<file path="config.mk">
export PLATFORM = sky130hd
export DESIGN_NAME = issue_queue_flush_index_returner
export DESIGN_NICKNAME = d
export VERILOG_FILES = /design/src/rtl/issue_queue_flush_index_returner.sv
export SDC_FILE = /design/constraint.sdc
export NUM_CORES = 1
export LEC_CHECK = 0
export ABC_AREA = 1
export BUFFER_PORTS_ARGS = -buffer_cell sky130_fd_sc_hd__buf_2
export CORE_UTILIZATION = 51
export CTS_CLUSTER_DIAMETER = 120
export DETAILED_ROUTE_END_ITERATION = 7
export PLACE_DENSITY = 0.83
export RECOVER_POWER = 100
export SETUP_SLACK_MARGIN = 0.05
export SLEW_MARGIN = 10
export SYNTH_ARGS = -nofsm -noshare
export SYNTH_HDL_FRONTEND = slang
export SYNTH_SLANG_ARGS = --single-unit
</file>
<file path="constraint.sdc">
create_clock -name clk -period 3 [get_ports clk]
set_clock_uncertainty 0.15 [all_clocks]
set_input_delay 0.3 -clock clk [delete_from_list [all_inputs] [get_ports clk]]
set_output_delay 0.3 -clock clk [all_outputs]
set_load 0.02 [all_outputs]
</file>
<file path="src/rtl/issue_queue_flush_index_returner.sv">
// ---------------------------------------------------------------------------
// issue_queue_flush_index_returner
//
// On a selective flush this block walks the flushed-entry mask of the issue
// queue one group of RETURN_WIDTH entries per cycle and streams the freed
// entry indices into the free list's return-index port.
//
// A sequence always takes exactly RETURN_CYCLE non-stalled cycles, however
// many mask bits are set. Groups that contain no flushed entry still use up
// their cycle, and an all-zero mask still runs to completion and pulses done.
//
// state  | meaning
// -------+---------------------------------------------------------------
// IDLE   | no return in progress; outputs quiet; flushStart is accepted
// RETURN | presenting group groupCnt of maskReg to the free list
//
// Ports
//   clk           clock
//   rst           asynchronous active-high reset
//   flushStart    one-cycle request to begin returning (accepted in IDLE)
//   flushMask     bit i set = entry i flushed; sampled on acceptance
//   returnStall   free list cannot accept this cycle
//   busy          return sequence in progress
//   returnValid   per-lane valid
//   returnIndex   per-lane index, lane k at [k*INDEX_BIT_WIDTH +: INDEX_BIT_WIDTH]
//   done          pulses in the cycle the final group is delivered
//   startDropped  pulses for a flushStart that arrives while busy
// ---------------------------------------------------------------------------
module issue_queue_flush_index_returner #(
    parameter int ENTRY_NUM       = 16,
    parameter int RETURN_WIDTH    = 4,
    parameter int RETURN_CYCLE    = (ENTRY_NUM - 1) / RETURN_WIDTH + 1,
    parameter int INDEX_BIT_WIDTH = (ENTRY_NUM > 1) ? $clog2(ENTRY_NUM) : 1
) (
    input  logic                                    clk,
    input  logic                                    rst,
    input  logic                                    flushStart,
    input  logic [ENTRY_NUM-1:0]                    flushMask,
    input  logic                                    returnStall,
    output logic                                    busy,
    output logic [RETURN_WIDTH-1:0]                 returnValid,
    output logic [RETURN_WIDTH*INDEX_BIT_WIDTH-1:0] returnIndex,
    output logic                                    done,
    output logic                                    startDropped
);

    localparam int CNT_WIDTH = (RETURN_CYCLE > 1) ? $clog2(RETURN_CYCLE) : 1;
    localparam logic [CNT_WIDTH-1:0] LAST_GROUP = CNT_WIDTH'(RETURN_CYCLE - 1);

    typedef enum logic {
        IDLE   = 1'b0,
        RETURN = 1'b1
    } stateType;

    stateType               state;
    stateType               stateNext;
    logic [ENTRY_NUM-1:0]   maskReg;
    logic [ENTRY_NUM-1:0]   maskNext;
    logic [CNT_WIDTH-1:0]   groupCnt;
    logic [CNT_WIDTH-1:0]   groupCntNext;

    // Mask regrouped per return cycle; lanes past ENTRY_NUM in a ragged
    // last group are tied low so they can never be reported valid.
    logic [RETURN_WIDTH-1:0]                 groupMask [RETURN_CYCLE];
    logic [RETURN_WIDTH*INDEX_BIT_WIDTH-1:0] laneIndex;

    for (genvar g = 0; g < RETURN_CYCLE; g++) begin : genGroup
        for (genvar k = 0; k < RETURN_WIDTH; k++) begin : genLane
            if (g * RETURN_WIDTH + k < ENTRY_NUM) begin : genReal
                assign groupMask[g][k] = maskReg[g * RETURN_WIDTH + k];
            end else begin : genPad
                assign groupMask[g][k] = 1'b0;
            end
        end
    end

    // Candidate index per lane; truncation only matters for padded lanes,
    // which are never valid.
    for (genvar k = 0; k < RETURN_WIDTH; k++) begin : genIndex
        assign laneIndex[k*INDEX_BIT_WIDTH +: INDEX_BIT_WIDTH] =
            INDEX_BIT_WIDTH'(32'(groupCnt) * 32'(RETURN_WIDTH) + 32'(k));
    end

    always_ff @(posedge clk or posedge rst) begin
        if (rst) begin
            state    <= IDLE;
            maskReg  <= '0;
            groupCnt <= '0;
        end else begin
            state    <= stateNext;
            maskReg  <= maskNext;
            groupCnt <= groupCntNext;
        end
    end

    always_comb begin
        stateNext    = state;
        maskNext     = maskReg;
        groupCntNext = groupCnt;
        busy         = 1'b0;
        done         = 1'b0;
        startDropped = 1'b0;
        returnValid  = '0;
        returnIndex  = '0;

        unique case (state)
            IDLE: begin
                if (flushStart) begin
                    maskNext     = flushMask;
                    groupCntNext = '0;
                    stateNext    = RETURN;
                end
            end
            RETURN: begin
                busy         = 1'b1;
                // A start during RETURN (including the done cycle) is never
                // queued; the in-flight walk continues untouched.
                startDropped = flushStart;
                returnIndex  = laneIndex;
                if (!returnStall) begin
                    returnValid = groupMask[groupCnt];
                    if (groupCnt == LAST_GROUP) begin
                        done      = 1'b1;
                        stateNext = IDLE;
                    end else begin
                        groupCntNext = groupCnt + CNT_WIDTH'(1);
                    end
                end
            end
            default: begin
                stateNext = IDLE;
            end
        endcase
    end

endmodule

</file>
==> results of run 1 <==
routing by layer:
layer	up-vias	track usage [%]
met3	5	3.74
met4	0	8.82
li1	458	-
met2	29	33.6
met5	-	0
met1	404	24.2
path summary, 6_finish.rpt:
path,startpoint,end,slack (ns),cells past startpoint
worst max-delay path,groupCnt[0]$_DFFE_PP0P_,returnValid[3],0.75,5
worst min-delay path,flushMask[6],maskReg[6]$_DFFE_PP0P_,0.05,3
worst max register to register,state$_DFF_PP0_,groupCnt[1]$_DFFE_PP0P_,0.96,5
worst min register to register,maskReg[8]$_DFFE_PP0P_,maskReg[8]$_DFFE_PP0P_,0.39,2
max in group asynchronous,rst,maskReg[13]$_DFFE_PP0P_,1.75,3
min in group asynchronous,rst,maskReg[10]$_DFFE_PP0P_,0.50,3
registers in the layout, summed over array words and instances (netlist names):
| register | count |
|---|---|
| maskReg | 16 |
| groupCnt | 2 |
| state | 1 |
cells by family (layout without fill, tap and decap cells):
group	after synthesis	in the layout	synth area share [%]
other cells	1	4	0.330
fa+ha+maj	1	1	1.10
flops	19	19	41.9
simple gates	56	56	21.4
compound gates	20	20	14.1
buf+inv	43	69	21.2
final cells by class:
cell class / instances / area (µm²) / share of cell area (%)
Tap cell: 27 / 33.8 / 2.85
Inverter: 25 / 93.8 / 7.93
Multi-Input combinational cell: 81 / 370 / 31.3
Clock buffer: 4 / 26.3 / 2.22
Timing Repair Buffer: 40 / 184 / 15.5
Sequential cell: 19 / 475 / 40.2
stage by stage:
step	hold WS, ns	utilization, %
5_1_grt	0.0375	58.5
6_report	0.0525	58.5
4_1_cts	0.0456	62.7
3_3_place_gp	0.288	60.9
3_5_place_dp	0.302	60.9
2_1_floorplan	0.101	-
worst register-to-register path, delay by kind of cell, from the launching register on:
family        cells  cell delay, ns
simple gates      4            0.93
buf+inv           1            0.34
flops             1            0.52
power by group through the flow:
stage	combinational, µW	clock (µW)	sequential, µW
final	637	130	458
after global routing	727	149	475
after CTS	752	133	459
after detailed placement	750	0	464
after global placement	730	0	456
after floorplan	674	0	439
cell usage in the layout (no fill, tap or decap):
cell / n
a21oi_1: 4
buf_2: 19
buf_4: 1
clkbuf_1: 20
clkbuf_4: 3
clkinv_1: 1
conb_1: 4
dfrtp_1: 19
dlygate4sd3_1: 1
ha_1: 1
inv_1: 24
nand2_1: 41
nand2_4: 1
nand3_1: 8
nor2_1: 5
nor2_4: 1
o21ai_0: 14
o21ai_2: 2
what timing repair did:
| action | in CTS | in global routing |
|---|---|---|
| hold endpoints to repair | 19 | 0 |
| hold buffers | 1 | 0 |
| gates resized for setup | 0 | 0 |
==> metrics.yaml, run 1 <==
detailed_routing:
  drt_iter0_drc: 12
  wl_met2_um: 989
  drt_first_pass_iters: 4
  wl_met3_um: 100
  post_drt_wl_per_cell_um: 10.3
  wl_met1_um: 900
  final_antenna_net_count: 0
  route.detailed.drc: 0
  top_layer_used: "met4"
  drt_wl_total_mm: 2.03
  num_vias: 896
  vias_per_cell: 4.57
setup_path:
  path_cells: "clkinv_1 -> nand2_1 -> nand3_1 -> a21oi_1 -> clkbuf_1"
  cp.required_ns: 2.55
  crit_slowest_cell: "dfrtp_1"
  path_buf_inv: 2
  setup.worst_path.class: "reg -> out"
  cp_top_family: "flip-flops"
  slowest_delay_ns: 0.57
  start_kind: "register"
  crit_path_end_kind: "output port"
  path_max_fanout: 12
  cp.arrival_ns: 1.80
yosys:
  ys_async_sr_fraction_pct: 100
  yosysTopAreaCell: "dfrtp_1"
  synth_area_leaders: "dfrtp_1 42%, nand2_1 14%, o21ai_2 12%, buf_4 9.3%, inv_1 7.9%"
  syn_avg_cell_area_um2: 8.11
  netlist_area_mm2: 0.00113
  synthCells: 140
  yosysUniqueCellTypes: 16
  synth_warnings: 0
  ys_ff_latch: 19
  synth.top_cell.area_share_pct: 41.9
  ys_seq_area_share_pct: 41.9
  yosysMostFrequentCell: "nand2_1"
  synth_commonest_cells: "41 x nand2_1, 24 x inv_1, 19 x dfrtp_1, 16 x o21ai_2, 14 x buf_4"
  ys.flop_type: "dfrtp_1"
  synth_edf_count: 0
pwr:
  p_sw_share_pct: 49.0
  p_seq_share_pct: 37.4
  p_leak_uw: 0.000626
  power_frac_clock_pct: 10.6
  power_density_mw_per_mm2: 1040
  netSwitchingPower_uw: 601
  p_total_uw: 1230
  comb_power_share_pct: 52.0
  internal-power_uw: 625
  ir_worst_vdd_mv: 0.616
die:
  core_area_mm2: 0.00202
  die-area_mm2: 0.00242
  row_count: 16
  die_height_um: 49.2
  initial_utilization_pct: 56.1
  io_pins: 43
  die_w_um: 49.2
timing:
  fin_setup_tns_ns: 0
  period_share_pct: 74.9
  hold_violations: 0
  tightest_slew_ns: 0.878
  rsz0062_at_grt: "no"
  min_period_ns: 2.25
  setup_violations: 0
  max_freq_ghz: 0.445
  worst_slack_ns: 0.752
  drv_slew: 0
  slew_headroom_pct: 41.2
clock_tree:
  cts_setup_buffers: 0
  cts_buffers: 3
  clkLatencyLatePin_ns: 0.29
  clk_pin_slew_ns: 0.11
  cts_root_buffer: "clkbuf_4"
  h-tree-depth: 1
  clock-sinks: 19
  cts_tree: "yes"
  clock_path_buffers: 2
cells_and_area:
  drive_gt1_share_pct: 16.0
  antennaDiodeCount: 0
  area_growth_pct: 4.30
  fin_area_mm2: 0.00118
  stdcell_count: 196
  layout.nets: 191
  nFillCells: 212
min_path:
  hold_class: "in -> reg"
placed_design:
  dp_cells: 191
  place.gp.congestion: 0.789
  portBuffers: 38
  place_area_mm2: 0.00123
  dp_hpwl_mm: 1.51
  pre_cts_ws_ns: 1.16
global_routing:
  grt_pass1_wl_mm: 3.60
  gr-total-overflow: 0
  grt_usage_pct: 19.8
  grt_start_max_net_pins: 20
  antenna_found_initial: 0
  grt_pass1_vias: 845
flow_run:
  maxCapViolCount: 0
status:
  status: "finished, final reports clean"
Note: power is estimated with default switching activity, not from simulation.
==> run 2, diff against run 1 <==
--- a/config.mk
+++ b/config.mk
@@ -7,10 +7,10 @@
 export LEC_CHECK = 0
 export ABC_AREA = 1
 export BUFFER_PORTS_ARGS = -buffer_cell sky130_fd_sc_hd__buf_2
-export CORE_UTILIZATION = 51
+export CORE_UTILIZATION = 48
 export CTS_CLUSTER_DIAMETER = 120
 export DETAILED_ROUTE_END_ITERATION = 7
-export PLACE_DENSITY = 0.83
+export PLACE_DENSITY = 0.78
 export RECOVER_POWER = 100
 export SETUP_SLACK_MARGIN = 0.05
 export SLEW_MARGIN = 10
==> constraint.sdc (replaced) <==
create_clock -name clk -period 2.1 [get_ports clk]
set_clock_uncertainty 0.15 [all_clocks]
set_input_delay 0.21 -clock clk [delete_from_list [all_inputs] [get_ports clk]]
set_output_delay 0.21 -clock clk [all_outputs]
set_load 0.02 [all_outputs]
==> metrics.yaml, run 2 (same netlist as run 1, synthesis figures left out) <==
setup_path:
  path_cells: "ha_1 -> inv_1 -> nor2_1 -> clkbuf_1"
  reg2reg_from: "state$_DFF_PP0_"
  cp_top_family: "flip-flops"
  path_buf_inv: 2  # unchanged
  crit_path_end_kind: "output port"
  cp.required_ns: 1.74  # -0.81 ns
  ff2ff_path_depth: 4  # -1
  crit_slowest_cell: "dfrtp_1"
  path_max_fanout: 8  # -4
  setup.worst_path.class: "reg -> out"
  slowest_delay_ns: 0.50  # -0.07 ns
  r2r_end: "maskReg[13]$_DFFE_PP0P_"
  start_kind: "register"
  r2r_slack_ns: 0.45  # -0.51 ns
  cp.arrival_ns: 1.51  # -0.29 ns
pwr:
  p_leak_uw: 0.000711  # +14%
  ir_worst_vdd_mv: 0.854  # +39%
  p_total_uw: 1790  # +46%
  power_density_mw_per_mm2: 1320  # +27%
cells_and_area:
  mostFrequentLayoutCell: "nand2_1"
  mostFrequentLayoutCells: "41 x nand2_1, 25 x inv_1, 22 x buf_2"
  layout.nets: 207  # +8.4%
  nFillCells: 216  # +1.9%
  largest_register_ffs: 16  # unchanged
  reg_top3: "maskReg x16, groupCnt x2, state x1"
  area_growth_pct: 19.6
  regMostFlops: "maskReg"
  drive_gt1_share_pct: 18.4  # +2.4 points
  fin_area_mm2: 0.00136  # +15%
  antennaDiodeCount: 0  # unchanged
  final_util_pct: 61.4  # +2.8 points
die:
  initial_utilization_pct: 51.3  # -4.8 points
  core_area_mm2: 0.00221  # +9.4%
  die_w_um: 50.6  # +3.0%
  row_count: 17  # +1
  io_pins: 43  # unchanged
  die_height_um: 50.6  # +3.0%
  die-area_mm2: 0.00256  # +6.0%
detailed_routing:
  drt_iter0_drc: 5  # -7
  post_drt_wl_per_cell_um: 10.0  # -3.3%
  vias_per_cell: 4.39  # -4.0%
  final_antenna_net_count: 0  # unchanged
  num_vias: 935  # +4.4%
  route.detailed.drc: 0  # unchanged
  drt_wl_total_mm: 2.13  # +5.1%
  drt_first_pass_iters: 4  # unchanged
timing:
  min_period_ns: 1.87
  slew_headroom_pct: 53.1  # +12 points
  setup_violations: 0  # unchanged
  max_freq_ghz: 0.535
  drv_slew: 0  # unchanged
  hold_violations: 0  # unchanged
  tightest_slew_ns: 0.703  # -0.175 ns
  period_share_pct: 89.0
  fin_setup_tns_ns: 0  # unchanged
  rsz0062_at_grt: "no"
global_routing:
  antenna_found_initial: 0  # unchanged
  grt_pass1_vias: 903  # +6.9%
  grt_usage_pct: 18.9  # -0.86 points
  grt_pass1_wl_mm: 3.65  # +1.4%
  gr-total-overflow: 0  # unchanged
  met2_usage_pct: 32.2  # -1.3 points
  gr-max-usage-layer: "met2"
  met1_usage_pct: 22.3  # -2.0 points
  grt_start_max_net_pins: 23  # +15%
  met3_usage_pct: 5.76  # +2.0 points
placed_design:
  dp_hpwl_mm: 1.55  # +2.3%
  portBuffers: 38  # unchanged
  place.gp.congestion: 0.751  # -4.8%
  place_area_mm2: 0.00124  # +1.1%
min_path:
  min_from: "flushStart"
  whs_path_depth: 3  # unchanged
  whs_endpoint: "state$_DFF_PP0_"
  hold_class: "in -> reg"
clock_tree:
  cts_root_buffer: "clkbuf_4"
  clkLatencyLatePin_ns: 0.30  # about the same
  clock-sinks: 19  # unchanged
  clk_pin_slew_ns: 0.11  # about the same
  h-tree-depth: 1  # unchanged
  cts_setup_buffers: 0  # unchanged
  clock_path_buffers: 2  # unchanged
  cts_tree: "yes"
  cts_buffers: 3  # unchanged
flow_run:
  maxCapViolCount: 0  # unchanged
status:
  status: "finished, final reports clean"
run 2: cell count changes in the layout (fill, tap and decap cells not counted), sizes merged:
cell,delta
clkbuf,-3
inv,+1
dlygate4sd3,+16
buf,+2
run 2: worst register-to-register path, cell delays in order, from the launching register on:
cell	delay (ns)
dfrtp_1	0.54
nor2_4	0.30
clkbuf_2	0.39
nand2_1	0.10
o21ai_0	0.09
run 2: per-layer routing:
metal / vias to the layer above / wire [µm]
met2: 22 / 1060
met4: 0 / 12
met1: 419 / 972
met5: - / 0
li1: 492 / -
met3: 2 / 83
run 2: final cells by class:
class / count / area (µm²) / area share (%)
Sequential cell: 19 / 477 / 35.1
Tap cell: 28 / 35.0 / 2.58
Clock buffer: 3 / 22.5 / 1.66
Multi-Input combinational cell: 81 / 378 / 27.8
Clock inverter: 1 / 5.00 / 0.369
Timing Repair Buffer: 56 / 347 / 25.5
Inverter: 25 / 93.8 / 6.91
run 2: what timing repair did:
action,in CTS,in global routing
hold buffers,17,0
resized for setup,1,1
endpoints found under the hold margin,35,0
endpoints found under the setup margin,4,4
run 2: power by group:
group / internal (µW) / total [µW] / switching [µW]
clock: 71.0 / 186 / 115
combinational: 308 / 947 / 639
sequential: 543 / 654 / 110
run 2: stage by stage:
step,worst slack [ns],instances,hold WS (ns)
floorplan,0.604,143,0.0111
global placement,0.434,192,0.203
detailed placement,0.327,192,0.212
CTS,0.109,213,0.00559
global route,0.0945,213,0.0113
finish,0.232,213,0.00731
run 2: worst max path at each step:
stage                                       start  cells after the start        endpoint
after floorplan                   state$_DFF_PP0_                      2  returnValid[0]
after global placement    groupCnt[0]$_DFFE_PP0P_                      5  returnValid[3]
after detailed placement  groupCnt[0]$_DFFE_PP0P_                      5  returnValid[3]
after global routing      groupCnt[0]$_DFFE_PP0P_                      5  returnValid[1]
after CTS                 groupCnt[0]$_DFFE_PP0P_                      5  returnValid[3]
final                     groupCnt[1]$_DFFE_PP0P_                      4            done
